### config.mk
export PLATFORM = sky130hd
export DESIGN_NAME = sdspi_host_arbiter
export DESIGN_NICKNAME = d
export VERILOG_FILES = /design/src/rtl/sdspi_arb_pkg.sv /design/src/rtl/sdspi_arb_watchdog.sv /design/src/rtl/sdspi_host_arbiter.sv
export SDC_FILE = /design/constraint.sdc
export NUM_CORES = 1
export LEC_CHECK = 0
export CAP_MARGIN = 15
export CORE_ASPECT_RATIO = 0.7
export CORE_MARGIN = 2
export CORE_UTILIZATION = 36
export DETAILED_ROUTE_END_ITERATION = 8
export GPL_TIMING_DRIVEN = 0
export PLACE_DENSITY_LB_ADDON = 0.08
export SLEW_MARGIN = 5
export SYNTH_ARGS = -nofsm -noshare
export SYNTH_HDL_FRONTEND = slang
export SYNTH_HIERARCHICAL = 1
export SYNTH_SLANG_ARGS = --single-unit
### constraint.sdc
create_clock -name clk -period 2.78 [get_ports clk]
set_clock_uncertainty 0.15 [all_clocks]
set_input_delay 0.695 -clock clk [delete_from_list [all_inputs] [get_ports clk]]
set_output_delay 0.695 -clock clk [all_outputs]
set_load 0.02 [all_outputs]
### src/rtl/sdspi_arb_pkg.sv
// Shared definitions for the sdspihost two-requester arbiter.
package sdspi_arb_pkg;

  typedef enum logic [1:0] {
    ARB_IDLE  = 2'd0,
    ARB_OWN0  = 2'd1,
    ARB_OWN1  = 2'd2,
    ARB_DRAIN = 2'd3
  } arb_state_e;

  localparam int unsigned CMD_RST     = 5;
  localparam int unsigned CMD_R_MULTI = 4;
  localparam int unsigned CMD_R_BLOCK = 3;
  localparam int unsigned CMD_R_BYTE  = 2;
  localparam int unsigned CMD_W_BLOCK = 1;
  localparam int unsigned CMD_W_BYTE  = 0;
  localparam int unsigned CMD_W       = CMD_RST + 1;

  localparam logic [7:0] IDLE_BYTE = 8'hFF;

  function automatic logic cmd_req(input logic [CMD_W-1:0] cmd);
    return cmd[CMD_RST] | cmd[CMD_R_MULTI] | cmd[CMD_R_BLOCK] |
           cmd[CMD_R_BYTE] | cmd[CMD_W_BLOCK] | cmd[CMD_W_BYTE];
  endfunction

endpackage

### src/rtl/sdspi_arb_watchdog.sv
// Saturating 32-bit stall counter; tc_o flags the final enabled cycle before LIMIT.
module sdspi_arb_watchdog #(
  parameter logic [31:0] LIMIT = 32'd50_000_000
) (
  input  logic clk,
  input  logic rst_n,
  input  logic clr_i,
  input  logic en_i,
  output logic tc_o
);

  logic [31:0] count_q;

  always_ff @(posedge clk or negedge rst_n) begin
    if (!rst_n) begin
      count_q <= '0;
    end else if (clr_i) begin
      count_q <= '0;
    end else if (en_i && (count_q != '1)) begin
      count_q <= count_q + 32'd1;
    end
  end

  assign tc_o = en_i && (count_q == (LIMIT - 32'd1));

endmodule

### src/rtl/sdspi_host_arbiter.sv
// Transaction-level arbiter sharing one sdspihost between the autotest
// sequencer (m0) and the SD SPI unit under test (m1).
module sdspi_host_arbiter
  import sdspi_arb_pkg::*;
#(
  parameter logic [31:0] TIMEOUT_CYCLES = 32'd50_000_000
) (
  input  logic             clk,
  input  logic             rst,
  input  logic [CMD_W-1:0] m0_cmd,
  input  logic [31:0]      m0_block_addr,
  input  logic [7:0]       m0_data_in,
  output logic             m0_busy,
  output logic             m0_err,
  output logic             m0_crc_err,
  input  logic [CMD_W-1:0] m1_cmd,
  input  logic [31:0]      m1_block_addr,
  input  logic [7:0]       m1_data_in,
  output logic             m1_busy,
  output logic             m1_err,
  output logic             m1_crc_err,
  output logic [CMD_W-1:0] host_cmd,
  output logic [31:0]      host_block_addr,
  output logic [7:0]       host_data_in,
  input  logic             host_busy,
  input  logic             host_err,
  input  logic             host_crc_err,
  output logic [1:0]       grant,
  output logic             timeout_err
);

  arb_state_e state_q;
  logic [1:0] grant_q;
  logic       last_owner_q;
  logic       timeout_q;

  logic req0, req1, take0, take1;
  logic wd_clr, wd_en, wd_tc;

  // last_owner_q = 1 means m1 was granted last, so m0 wins the next tie.
  always_comb begin
    req0   = cmd_req(m0_cmd);
    req1   = cmd_req(m1_cmd);
    take0  = (state_q == ARB_IDLE) && req0 && (!req1 || last_owner_q);
    take1  = (state_q == ARB_IDLE) && req1 && (!req0 || !last_owner_q);
    wd_clr = take0 || take1;
    wd_en  = !host_busy && (((state_q == ARB_OWN0) && req0) ||
                            ((state_q == ARB_OWN1) && req1));
  end

  sdspi_arb_watchdog #(
    .LIMIT (TIMEOUT_CYCLES)
  ) u_watchdog (
    .clk   (clk),
    .rst_n (rst),
    .clr_i (wd_clr),
    .en_i  (wd_en),
    .tc_o  (wd_tc)
  );

  always_ff @(posedge clk or negedge rst) begin
    if (!rst) begin
      state_q      <= ARB_IDLE;
      grant_q      <= '0;
      last_owner_q <= 1'b1;
      timeout_q    <= 1'b0;
    end else begin
      case (state_q)
        ARB_IDLE: begin
          if (take0) begin
            state_q      <= ARB_OWN0;
            grant_q      <= 2'b01;
            last_owner_q <= 1'b0;
          end else if (take1) begin
            state_q      <= ARB_OWN1;
            grant_q      <= 2'b10;
            last_owner_q <= 1'b1;
          end
        end
        ARB_OWN0, ARB_OWN1: begin
          if (wd_tc) begin
            timeout_q <= 1'b1;
            state_q   <= ARB_DRAIN;
            grant_q   <= '0;
          end else if (!host_busy &&
                       (((state_q == ARB_OWN0) && !req0) ||
                        ((state_q == ARB_OWN1) && !req1))) begin
            state_q <= ARB_DRAIN;
            grant_q <= '0;
          end
        end
        default: begin
          state_q <= ARB_IDLE;
          grant_q <= '0;
        end
      endcase
    end
  end

  always_comb begin
    host_cmd        = '0;
    host_block_addr = '0;
    host_data_in    = IDLE_BYTE;
    m0_busy         = 1'b0;
    m0_err          = 1'b0;
    m0_crc_err      = 1'b0;
    m1_busy         = 1'b0;
    m1_err          = 1'b0;
    m1_crc_err      = 1'b0;
    case (state_q)
      ARB_OWN0: begin
        host_cmd        = m0_cmd;
        host_block_addr = m0_block_addr;
        host_data_in    = m0_data_in;
        m0_busy         = host_busy;
        m0_err          = host_err;
        m0_crc_err      = host_crc_err;
      end
      ARB_OWN1: begin
        host_cmd        = m1_cmd;
        host_block_addr = m1_block_addr;
        host_data_in    = m1_data_in;
        m1_busy         = host_busy;
        m1_err          = host_err;
        m1_crc_err      = host_crc_err;
      end
      default: ;
    endcase
  end

  assign grant       = grant_q;
  assign timeout_err = timeout_q;

endmodule

==> metrics.md, run 1 <==
| Metric | Value |
|---|---|
| Average wire per cell in the routed design | `between 20 and 25 µm` |
| Starting DRT DRC Count | `~270` |
| Switching power as a share of total power | `a little under half` |
| Top cells by count, synth | `nor2_1, a22oi_1, dfrtp_1` |
| Dpl cells | `605` |
| Half-perimeter wire length of the detailed placement result | `around 9200 µm` |
| Seq pwr share | `between 10% and 20%` |
| Area share of the leading cell type in the synthesized netlist | `roughly a third` |
| Warnings, synthesis | `6` |
| Area of the placeable core | `slightly below 0.008 mm²` |
| DRC errors left | `0` |
| Worst-case headroom to the max-slew limit | `~64%` |
| Number of hold-repair buffers added at the cts stage | `0` |
| Worst-Skew Late Latency | `0.29 ns` |
| Cell Count, Final, Fillers Out | `643` |
| Seq. cell area | `approximately 950 µm²` |
| Number of buffers inserted by port buffering | `between 150 and 200` |
| Element type at the critical path end | `flip-flop` |
| Power Dens Cells | `about 950 mW/mm²` |
| Total detailed-routing wirelength | `13110 µm` |
| Fraction of final layout cells with drive strength greater than 1 | `a little under a third` |
| Top cells by area, synth | `dfrtp_1, a22oi_1, nor2_1` |
| Critical Path AT | `3.11 ns` |
| Clock Power Share | `13.4%` |
| Worst setup margin | `-0.3030 ns` |
| Growth of design area from synthesis to finish | `79.73%` |
| Sink Count | `38` |
| GPL Wtd Cong | `0.8929` |
| I/O pin cnt | `152` |
| Lkg Pwr | `approximately 2.2 nW` |
| Die span in y | `79.26 µm` |
| Final hold vios | `0` |
| Total power after layout | `about 5.0 mW` |
| Worst-path cell chain | `buf_6 > or4_4 > or3_4 > a22oi_2 > nor2_4 > inv_2 > nor4_4 > nand4b_1 > nor4_4 > a311o_1 > o32a_4 > mux2_4` |
| Remaining Overflow, GRT | `0` |
| Met1 GRT Util | `38.73%` |
| Clock slew at the register clock pins of the worst setup and hold paths | `0.06 ns` |
| Power Internal | `between 2 and 3 mW` |
| GRT met3 Usage | `around 5.8%` |
| Worst Hold Class | `primary input to async pin` |
| Final antenna diode count | `0` |
| Crit path max-delay cell type | `or4_4` |
| Unrepaired setup endpoints after global routing | `true` |
| Kind of launch point of the worst setup path | `primary input` |
| Maximum fanout encountered on the critical timing path | `4` |
| Vias per inst | `5.820` |
| Endpoints failing setup | `4` |
| Power share of the combinational group | `between 70% and 80%` |
| Area of combinational cells with multiple inputs | `around 0.0021 mm²` |
| Number of antenna violations at the first check in global routing | `0` |
| Most used routing layer | `met2` |
| Largest stage delay on the critical path | `0.53 ns` |
| Crit Path Class | `primary input to flip-flop` |
| Die Footprint | `0.008838 mm²` |
| Cell taking the most area after synthesis | `dfrtp_1` |
| Number of distinct library cells after synthesis | `53` |
| Chip Width | `111.5 µm` |
| Pin count of the biggest net entering global routing | `27` |
| Total routing resource utilization after global routing | `approximately 29%` |
| Minimum period implied by the final worst setup slack | `3.083 ns` |
| Worst Hold Margin | `approximately 0.15 ns` |
| Slew at the pin closest to its max-slew limit | `about 0.55 ns` |
| Number of synthesized flops with an enable pin | `0` |
| Number of global-route vias before repair | `3600` |
| Switching power summed over all nets | `2.359 mW` |
| Post-synthesis instance total | `~350` |
| # H-tree levels | `2` |
| CTS Buffer Depth | `2` |
| Run status | `complete, but fails checks` |
| Syn_area_per_cell | `8.275 µm²` |
| Max capacitance violation total | `0` |
| Depth of the worst register-to-register path | `12` |
| Cell mode on critical path | `nor4_4` |
| Peak supply drop | `~0.7 mV` |
| Number of placement rows | `27` |
| Achievable frequency | `approximately 320 MHz` |
| Fillcell total | `between 600 and 700` |
| Setup TNS | `-1.109 ns` |
| Global Route met2 Usage | `between 40 and 50%` |
| Netlist Area Pre-Place | `between 0.002 and 0.003 mm²` |
| Number of nets in the layout | `between 600 and 700` |
| Most instantiated flip-flop cell in the synthesis netlist | `dfrtp_1` |
| Initial core utilization | `around 37%` |
| Seq/Total Area, Yosys | `32.69%` |
| #FFs+latches synth | `38` |
| First-pass detailed-route iteration total | `4` |
| Number of CTS-inserted buffers | `5` |
| Cell chosen for the clock root | `clkbuf_16` |
| Ys async rst share | `100.0%` |
| Wire length of the first global-routing pass | `about 20000 µm` |
| Synthesized netlist net count | `around 450` |
| Overall via count from detail_route | `about 3700` |
| Worst path required time | `approximately 2.8 ns` |
| Slew Viols, Final | `0` |
| Clock tree from TritonCTS | `yes` |
| Leading cell type by number of instances after synthesis | `nor2_1` |
| Remaining number of nets flagged by the antenna check after routing | `0` |
| Final period util | `110.9%` |
| Violations in the final reports | `setup timing` |
[power groups by stage]
stage	registers, mW	logic (mW)	clock network [mW]
floorplan	0.654	1.80	0
global placement	0.649	3.15	0
detailed placement	0.655	3.19	0
CTS	0.640	3.66	0.677
global route	0.649	3.89	0.714
finish	0.645	3.66	0.668
[timing repair]
action | CTS | global route
resized for setup | 196 | 113
setup endpoints to repair | 89 | 72
pin swaps | 17 | 22
buffers inserted | 24 | 11
cloned | 4 | 0
[worst max-delay path: cells and delay by family]
family / cells / cell delay, ns
buf+inv: 2 / 0.18
compound gates: 3 / 0.69
mux: 1 / 0.30
simple gates: 6 / 1.23
[layout by cell type, fill, tap and decap left out, types with 4 or more instances in the layout]
cell type	instances
nand2_1	11
a221o_1	8
nor3_1	4
a21oi_2	6
xor2_1	4
and2_1	8
o21ai_0	6
nor4_4	4
dlygate4sd2_1	9
a22oi_1	37
or3_1	9
dfrtp_1	36
a21oi_1	22
buf_4	25
nand4_1	9
buf_2	15
nand3_1	14
clkbuf_4	5
o31ai_4	4
buf_12	4
clkbuf_16	7
or4_1	13
inv_2	4
nor2_1	46
buf_8	4
clkdlybuf4s50_1	85
clkdlybuf4s15_1	6
inv_1	6
buf_6	7
o31ai_1	10
clkbuf_2	39
[kinds of logic (layout without fill, tap and decap cells)]
logic type,count (synthesis),after routing,synth area share [%]
AND/OR/NAND/NOR,152,152,29.25
AO/OA/AOI/OAI,110,111,25.99
flip-flops,38,38,32.69
buffers and inverters,36,225,5.885
multiplexers,7,7,2.835
adder cells (fa/ha/maj),5,5,2.148
XOR/XNOR,4,4,1.203
[through the flow]
stage          worst slack, ns  utilization (%)  area [µm²]
2_1_floorplan          -0.3501                -        2925
3_3_place_gp            -1.192            57.97        4563
3_5_place_dp            -1.226            58.16        4578
4_1_cts                -0.3274            66.95        5270
5_1_grt                -0.3308            66.51        5235
6_report               -0.3030            66.51        5235
[layout make-up]
class / instances / share of cell area [%]
clock buffer: 5 / 2.390
sequential: 38 / 18.21
inverter: 10 / 0.7170
tap: 101 / 2.414
timing repair buffer: 184 / 30.78
multi-input combinational: 279 / 39.89
buffer: 23 / 4.732
clock inverter: 3 / 0.8604
[state kept, by name, indices dropped and copies added, names as in the netlist]
register            count
u_watchdog/count_q     32
grant                   2
state_q                 2
last_owner_q            1
timeout_err             1
[path summary, 6_finish.rpt]
| kind | slack [ns] | to | from |
|---|---|---|---|
| worst max-delay path | -0.30 | state_q[0] | m0_cmd[2] |
| worst min-delay path | 0.15 | u_watchdog/count_q[29] | rst |
| worst max register to register | -0.02 | state_q[0] | state_q[0] |
| worst min register to register | 0.32 | timeout_err | timeout_err |
| max in group asynchronous | 1.80 | last_owner_q | rst |
| min in group clk | 0.32 | timeout_err | timeout_err |
[routing by layer]
| metal | wire length (µm) | part of all wire [%] |
|---|---|---|
| met1 | 5608 | 43 |
| met2 | 6432 | 49 |
| met3 | 829 | 6.3 |
| met4 | 240 | 1.8 |
| met5 | 0 | 0 |
(Power assumes the default switching activity.)
==> run 2, diff against run 1 <==
--- a/config.mk
+++ b/config.mk
@@ -5,7 +5,6 @@
 export SDC_FILE = /design/constraint.sdc
 export NUM_CORES = 1
 export LEC_CHECK = 0
-export CAP_MARGIN = 15
 export CORE_ASPECT_RATIO = 0.7
 export CORE_MARGIN = 2
 export CORE_UTILIZATION = 36
==> results of run 2 <==
Final layout, timing and power as in run 1 (identical DEF).
==> run 3, diff against run 2 <==
--- a/config.mk
+++ b/config.mk
@@ -5,7 +5,6 @@
 export SDC_FILE = /design/constraint.sdc
 export NUM_CORES = 1
 export LEC_CHECK = 0
-export CORE_ASPECT_RATIO = 0.7
 export CORE_MARGIN = 2
 export CORE_UTILIZATION = 36
 export DETAILED_ROUTE_END_ITERATION = 8
==> run 3 against run 2 <==
Against the previous run: the run still ends with setup timing left; highest routed layer unchanged; cell count shrank 3.1%; total power fell by 15%; non-clock buffer count shrank 21; utilization down 5.4 points; flip-flop and latch count unchanged; via count fell by 5.5%; fmax grew 1.1%; die area down 0.13%; largest power group unchanged; register-to-register slack got worse by 0.04 ns; critical path depth unchanged.
==> metrics.md, run 3 (synthesis gave the netlist of run 1 again) <==
| Metric | Value |
|---|---|
| Total detailed-routing wirelength | `11360 µm` |
| Area of combinational cells with multiple inputs | `0.001929 mm²` |
| Element type at the critical path end | `flip-flop` |
| Cell type group with the largest total delay on the critical path | `simple AND/OR/NAND/NOR gates` |
| Maximum fanout encountered on the critical timing path | `4` |
| Lkg Pwr | `1.991 nW` |
| Cell mode on critical path | `nor4_4` |
| Flip-flop count of the largest register after layout | `32` |
| Starting DRT DRC Count | `between 150 and 200` |
| Worst Hold Class | `flip-flop to flip-flop` |
| # H-tree levels | `2` |
| Crit path max-delay cell type | `or4_4` |
| Number of CTS-inserted buffers | `5` |
| Crit path buffers/inverters | `2` |
| Fraction of final layout cells with drive strength greater than 1 | `between 20 and 25%` |
| Number of buffers inserted by port buffering | `between 150 and 200` |
| Power Dens Cells | `887.3 mW/mm²` |
| Overall via count from detail_route | `~3500` |
| Kind of launch point of the worst setup path | `primary input` |
| Final period util | `109.7%` |
| Number of placement rows | `32` |
| Die span in y | `approximately 94 µm` |
| Worst path required time | `about 2.8 ns` |
| Final hold vios | `0` |
| Run status | `complete, but fails checks` |
| Worst-case headroom to the max-slew limit | `between 40% and 50%` |
| Largest stage delay on the critical path | `around 0.53 ns` |
| DRC errors left | `0` |
| Chip Width | `between 90 and 100 µm` |
| First-pass detailed-route iteration total | `5` |
| Worst-path cell chain | `buf_6 > or4_4 > or3_4 > a22oi_2 > nor2_4 > inv_2 > nor4_4 > nand4b_1 > nor4_4 > a311o_1 > o32a_4 > mux2_4` |
| Half-perimeter wire length of the detailed placement result | `between 8000 and 9000 µm` |
| Number of global-route vias before repair | `around 3500` |
| Achievable frequency | `roughly 330 MHz` |
| Area of the placeable core | `about 0.0078 mm²` |
| Peak supply drop | `approximately 0.53 mV` |
| Minimum period implied by the final worst setup slack | `just over 3 ns` |
| Depth of the worst register-to-register path | `12` |
| Worst-Skew Late Latency | `between 0.2 and 0.3 ns` |
| Wire length of the first global-routing pass | `between 15000 and 20000 µm` |
| Max capacitance violation total | `0` |
| Endpoints failing setup | `13` |
| Slew Viols, Final | `0` |
| Number of nets in the layout | `~620` |
| Violations in the final reports | `setup timing` |
| Die Footprint | `0.008827 mm²` |
| Cell chosen for the clock root | `clkbuf_8` |
| Pin count of the biggest net entering global routing | `39` |
| Growth of design area from synthesis to finish | `62.97%` |
| Average wire per cell in the routed design | `between 15 and 20 µm` |
| GPL Wtd Cong | `~0.87` |
| Register with the most flip-flops | `u_watchdog/count_q` |
| Fillcell total | `between 700 and 800` |
| Top library cells by usage in the layout, fill and taps aside | `clkdlybuf4s50_1, nor2_1, a22oi_1` |
| Clock slew at the register clock pins of the worst setup and hold paths | `0.07 ns` |
| Number of logic stages on the critical path including buffering | `12` |
| Sink Count | `38` |
| Critical Path AT | `about 3.1 ns` |
| Number of antenna violations at the first check in global routing | `1` |
| Unrepaired setup endpoints after global routing | `true` |
| Total routing resource utilization after global routing | `approximately a quarter` |
| Number of hold-repair buffers added at the cts stage | `0` |
| Number of cells on the worst hold path | `1` |
| Crit Path Class | `primary input to flip-flop` |
| Slew at the pin closest to its max-slew limit | `roughly 0.86 ns` |
| Worst Hold Margin | `~0.32 ns` |
| Vias per inst | `5.676` |
| CTS Buffer Depth | `2` |
| Total power after layout | `about 4.2 mW` |
| Seq. cell area | `about 950 µm²` |
| Remaining number of nets flagged by the antenna check after routing | `0` |
| Most common cell after layout, fill and taps aside | `clkdlybuf4s50_1` |
| Remaining Overflow, GRT | `0` |
| Worst setup margin | `-0.2702 ns` |
| Initial core utilization | `a little under two fifths` |
| I/O pin cnt | `between 150 and 200` |
| Clock tree from TritonCTS | `yes` |
-- run 3: cell count changes in the layout (fill, tap and decap cells not counted), sizes merged, moves of 2 or more --
cell	before	now
clkdlybuf4s50	85	91
buf	57	34
clkinvlp	2	0
dlymetal6s2s	1	3
dlygate4sd2	9	14
clkdlybuf4s15	6	4
clkbuf	53	46
-- run 3: final timing paths --
kind,startpoint,end,slack (ns)
min in group asynchronous,rst,u_watchdog/count_q[2],0.36
worst min register to register,timeout_err,timeout_err,0.32
worst min-delay path,timeout_err,timeout_err,0.32
max in group asynchronous,rst,state_q[0],1.53
worst max-delay path,m0_cmd[5],grant[0],-0.27
worst max register to register,state_q[1],grant[0],-0.06
-- run 3: final cells by class --
cell class,instances,area share [%]
Multi-Input combinational cell,278,40.64
Antenna cell,1,0.05271
Buffer,24,4.270
Clock inverter,1,0.1054
Clock buffer,7,1.819
Timing Repair Buffer,162,29.55
Inverter,10,0.7907
Tap cell,102,2.688
Sequential cell,38,20.08
-- run 3: timing repair --
item	4_1_cts	5_1_grt
setup endpoints to repair	89	82
endpoints found under the hold margin	0	0
gates resized for setup	152	71
gates cloned	0	0
pin swaps	9	5
setup buffers	8	3
-- run 3: worst reg2reg max path, stage by stage (launching register included) --
cell      delay, ns
dfrtp_1        0.43
inv_2          0.13
ha_4           0.19
clkbuf_4       0.24
a22oi_2        0.10
nor2_4         0.13
inv_2          0.06
nor4_4         0.22
nand4b_1       0.19
nor4_4         0.23
a311o_1        0.18
o32a_4         0.19
mux2_4         0.30
-- run 3: stage by stage --
| stage | std cells | worst slack [ns] | area, µm² | setup TNS, ns | util [%] |
|---|---|---|---|---|---|
| 6_report | 623 | -0.2702 | 4747 | -1.297 | 61.11 |
| 5_1_grt | 623 | -0.3357 | 4747 | -3.349 | 61.11 |
| 4_1_cts | 619 | -0.3522 | 4760 | -8.678 | 61.28 |
| 3_5_place_dp | 605 | -1.157 | 4559 | -48.06 | 58.70 |
| 3_3_place_gp | 605 | -1.117 | 4564 | -47.12 | 58.76 |
| 2_1_floorplan | 352 | -0.3501 | 2925 | -3.527 | - |
-- run 3: per-layer routing --
metal	wire (µm)	track usage, %	up-vias	part of all wire (%)
li1	-	-	1697	-
met1	4454	30.25	1682	39
met2	5759	44.29	137	51
met3	818	7.384	20	7.2
met4	329	9.420	0	2.9
met5	0	0	-	0
-- run 3: power breakdown --
group / internal (mW) / total, mW / switching, mW
Combinational: 1.30 / 3.16 / 1.86
Sequential: 0.604 / 0.653 / 0.0482
Clock: 0.200 / 0.402 / 0.201
Total: 2.10 / 4.21 / 2.11
